## config.mk

```make
export PLATFORM = sky130hd
export DESIGN_NAME = out_stream_buffer
export DESIGN_NICKNAME = d
export VERILOG_FILES = /design/src/rtl/out_stream_buffer.sv
export SDC_FILE = /design/constraint.sdc
export NUM_CORES = 1
export LEC_CHECK = 0
export CAP_MARGIN = 20
export CORE_UTILIZATION = 50
export DETAILED_ROUTE_END_ITERATION = 8
export GPL_TIMING_DRIVEN = 0
export HOLD_SLACK_MARGIN = 0.12
export PLACE_DENSITY_LB_ADDON = 0.08
export SLEW_MARGIN = 20
export SYNTH_ARGS = -nofsm -noshare
export SYNTH_HDL_FRONTEND = slang
export SYNTH_SLANG_ARGS = --single-unit
```

## constraint.sdc

```tcl
create_clock -name clk -period 6.1 [get_ports clk]
set_input_delay 0.61 -clock clk [delete_from_list [all_inputs] [get_ports clk]]
set_output_delay 0.61 -clock clk [all_outputs]
set_load 0.02 [all_outputs]
```

## src/rtl/out_stream_buffer.sv

```systemverilog
// Small first-word-fall-through FIFO that turns a stream with no backpressure into a valid/ready stream.
// Words that arrive while the FIFO is full are counted as drops and raise a sticky overflow flag.
module out_stream_buffer #(
  parameter int                 DATA_W = 8,
  parameter int                 DEPTH  = 4,
  parameter logic [DATA_W-1:0]  MARKER = 8'hAA,
  parameter int                 CNT_W  = 8
) (
  input  logic                     clk,
  input  logic                     rst_n,
  input  logic                     in_valid,
  input  logic [DATA_W-1:0]        in_data,
  output logic                     m_valid,
  output logic [DATA_W-1:0]        m_data,
  input  logic                     m_ready,
  output logic                     m_marker,
  output logic                     full,
  output logic                     empty,
  output logic [$clog2(DEPTH):0]   count,
  output logic [CNT_W-1:0]         drop_cnt,
  output logic                     overflow
);

  localparam int            AW      = $clog2(DEPTH);
  localparam logic [AW:0]   DEPTH_C = DEPTH[AW:0];

  logic [DATA_W-1:0] mem [DEPTH];
  logic [AW-1:0]     wr_ptr;
  logic [AW-1:0]     rd_ptr;
  logic              push;
  logic              pop;
  logic              drop;

  assign full     = (count == DEPTH_C);
  assign empty    = (count == '0);
  assign m_valid  = !empty;
  assign m_data   = mem[rd_ptr];
  assign m_marker = m_valid && (m_data == MARKER);

  // A pop in the same cycle frees a slot, so a full FIFO can still accept a word.
  assign pop  = m_valid && m_ready;
  assign push = in_valid && (!full || pop);
  assign drop = in_valid && full && !pop;

  // Storage has no reset; only pointers and occupancy define which entries are live.
  always_ff @(posedge clk) begin
    if (rst_n && push) begin
      mem[wr_ptr] <= in_data;
    end
  end

  always_ff @(posedge clk) begin
    if (!rst_n) begin
      wr_ptr <= '0;
      rd_ptr <= '0;
      count  <= '0;
    end else begin
      if (push) begin
        wr_ptr <= wr_ptr + AW'(1);
      end
      if (pop) begin
        rd_ptr <= rd_ptr + AW'(1);
      end
      case ({push, pop})
        2'b10:   count <= count + (AW+1)'(1);
        2'b01:   count <= count - (AW+1)'(1);
        default: count <= count;
      endcase
    end
  end

  always_ff @(posedge clk) begin
    if (!rst_n) begin
      drop_cnt <= '0;
      overflow <= 1'b0;
    end else if (drop) begin
      overflow <= 1'b1;
      if (drop_cnt != {CNT_W{1'b1}}) begin
        drop_cnt <= drop_cnt + CNT_W'(1);
      end
    end
  end

endmodule
```

==> metrics.md <==
| Metric | Value |
|---|---|
| Outcome | `complete, no violations` |
| Initial antenna violation count | `0` |
| Worst path depth | `5` |
| Share of cells above drive strength 1 | `12.11%` |
| Final setup violation count | `0` |
| Clk buf depth | `2` |
| XOR/XNOR share of the synthesized area | `2.510%` |
| Worst Path Arrival | `2.60 ns` |
| Buffers & Inverters on Critical Path | `2` |
| Die area | `4450 um^2` |
| Synth cell count leaders | `edfxtp_1, dfxtp_1, nor2_1` |
| Hold path depth | `2` |
| Post-synth EDFFs | `32` |
| Final period util | `52.68%` |
| Max Clk Rate | `0.3112 GHz` |
| Synth Area in Compound Gates | `5.021%` |
| CP max stage delay | `0.64 ns` |
| Ys flop type | `edfxtp_1` |
| Post-synth top area share | `45.91%` |
| Drt wl/cell | `15.29 um` |
| Maximum VDD drop | `0.0002192 V` |
| Crit path capture type | `primary output` |
| Synthesis-to-finish area growth | `24.99%` |
| Routability Congestion | `0.7011` |
| Cts hold-fix bufs | `0` |
| Root Driver | `clkbuf_8` |
| Drt drc | `0` |
| Crit path max fanout | `8` |
| Leak | `0.8916 nW` |
| Cells along the critical path | `clkbuf_1 -> mux4_2 -> or3_1 -> nor4_2 -> clkdlybuf4s50_1` |
| Maxcap violations | `0` |
| CP Launch Type | `flop` |
| Vias per cell | `5.304` |
| Antenna Nets Post-Route | `0` |
| Final Hold Fails | `0` |
| DRT met1 WL | `1670 um` |
| Fin area | `2616 um^2` |
| Synth warn | `0` |
| DP Wirelength | `2760 um` |
| PortBufs | `35` |
| Area leader, netlist | `edfxtp_1` |
| Met2 WL post-DR | `1841 um` |
| Main combinational cell family by area after synthesis | `simple AND/OR/NAND/NOR gates` |
| Syn nets | `166` |
| Data required time of the critical path | `5.49 ns` |
| Num CTS Buffers | `5` |
| Slew headroom | `65.67%` |
| First-pass GRT wire length | `5789 um` |
| Routed met3 length | `126 um` |
| Die X | `66.71 um` |
| Setup Skew | `0.005426 ns` |
| Worst-case reg-to-reg path depth | `10` |
| Synth Register Bits | `50` |
| Mapped Cells | `147` |
| Dpl cells | `232` |
| Unique masters post-synth | `33` |
| GR Overflow Total | `0` |
| CTS H-tree depth | `2` |
| FP Rows | `23` |
| DR top layer | `met4` |
| Ports | `36` |
| Gr usage total | `18.77%` |
| Tmin final | `3.213 ns` |
| Worst-margin pin slew | `0.5149 ns` |
| Post_cts resized | `0` |
| WL final | `3670 um` |
| Nets | `208` |
| HP Class | `reg -> reg` |
| CP top delay family | `buffers and inverters` |
| Power after layout | `0.0009216 W` |
| Post-route insts no fill | `240` |
| RSZ-0062 raised after global routing | `no` |
| Fillers | `291` |
| Number of diodes | `0` |
| Simple-Gate Fraction of Synth Area | `12.37%` |
| Pre-antenna DRT Iters | `4` |
| WS Path Type | `reg -> out` |
| Mean area per synthesized cell | `14.24 um^2` |
| Synth top area cells | `edfxtp_1, dfxtp_1, mux4_2` |
| Power per standard cell area | `352.3 nW/um^2` |
| Instance area at placement | `2506 um^2` |
| Most common cell in the netlist | `edfxtp_1` |
| FF-to-FF setup slack | `3.49 ns` |
| Hold slack | `0.5109 ns` |
| Initial DRC Count | `33` |
| Clk_lat worst skew | `0.30 ns` |
| Vias in the first global route | `1220` |
| DR vias | `1273` |
| Cell Area, Synth | `2093 um^2` |
| Setup total negative slack | `0 ns` |
| Core area | `4000 um^2` |
| CTS Sinks | `50` |
| Mux cell area share after synthesis | `9.564%` |
| Post-Synth Adder-Cell Area | `4.543%` |
| Initial Utilization | `52.33%` |
| CTS clk-pin slew, worst paths | `0.08 ns` |
| CP max-delay cell | `clkdlybuf4s50_1` |
| CTS tree | `yes` |
| Async SR Flop Fraction | `0%` |
| Total setup buffers inserted after CTS | `0` |
| Pin count of the biggest net entering global routing | `16` |
| Die Ht | `66.71 um` |
| Max-slew violations | `0` |
| Sequential fraction of the synthesis area | `63.12%` |
[worst register-to-register path: cells and delay by family, from the launching register on]
kind,cells,cell delay (ns)
adder cells (fa/ha/maj),2,0.55
XOR/XNOR,1,0.16
AO/OA/AOI/OAI,1,0.14
buffers and inverters,3,0.34
flip-flops,1,0.38
AND/OR/NAND/NOR,3,0.99
[report_power, final]
| group | switching (W) | internal [W] | total (W) |
|---|---|---|---|
| Sequential | 0.0000221 | 0.000387 | 0.000409 |
| Combinational | 0.000146 | 0.000142 | 0.000288 |
| Clock | 0.000103 | 0.000122 | 0.000225 |
[cell families after synthesis]
kind of cell,after synthesis
AO/OA/AOI/OAI,15
XOR/XNOR,6
adder cells (fa/ha/maj),7
buffers and inverters,14
flip-flops,50
multiplexers,10
AND/OR/NAND/NOR,45
[placed cells by master (no fill, tap or decap), types with 2 or more instances in the layout]
| master | count |
|---|---|
| edfxtp_1 | 32 |
| nand4_1 | 2 |
| clkbuf_1 | 4 |
| and3_1 | 6 |
| or3_1 | 5 |
| mux4_2 | 8 |
| nand3_1 | 3 |
| dfxtp_1 | 18 |
| inv_1 | 10 |
| ha_1 | 6 |
| nand2_1 | 6 |
| a21oi_1 | 6 |
| clkbuf_8 | 5 |
| nor2_1 | 13 |
| mux2i_1 | 2 |
| xor2_1 | 4 |
| o21ai_0 | 5 |
| clkdlybuf4s50_1 | 35 |
| xnor2_1 | 2 |
[state kept, by name, summed over array words and instances (netlist names), named ones only]
| signal | count |
|---|---|
| drop_cnt | 8 |
| mem | 32 |
| wr_ptr | 2 |
| rd_ptr | 2 |
| overflow | 1 |
| count | 3 |
[final timing paths]
check,startpoint,to
max,flop,m_marker
min reg2reg,drop_cnt[4],drop_cnt[4]
min,drop_cnt[4],drop_cnt[4]
max reg2reg,count[0],count[2]
[routing by layer]
layer  up-vias  GRT usage (%)
met5         -              0
met4         0          6.383
met3         5          5.651
met2        31          29.80
met1       615          24.38
li1        622              -
[final cells by class]
cell class | instances | area, um^2 | share of cell area [%]
sequential | 50 | 1321 | 50.50
multi-input combinational | 83 | 711.9 | 27.21
timing repair buffer | 35 | 350.3 | 13.39
clock buffer | 6 | 72.57 | 2.774
tap | 50 | 62.56 | 2.391
clock inverter | 2 | 37.54 | 1.435
inverter | 10 | 37.54 | 1.435
buffer | 4 | 22.52 | 0.8608
[through the flow]
step / utilization, % / setup WS, ns
floorplan: - / 3.511
global placement: 62.65 / 2.864
detailed placement: 62.65 / 2.832
CTS: 65.41 / 2.852
global route: 65.41 / 2.756
finish: 65.41 / 2.887
(Power assumes the default switching activity.)
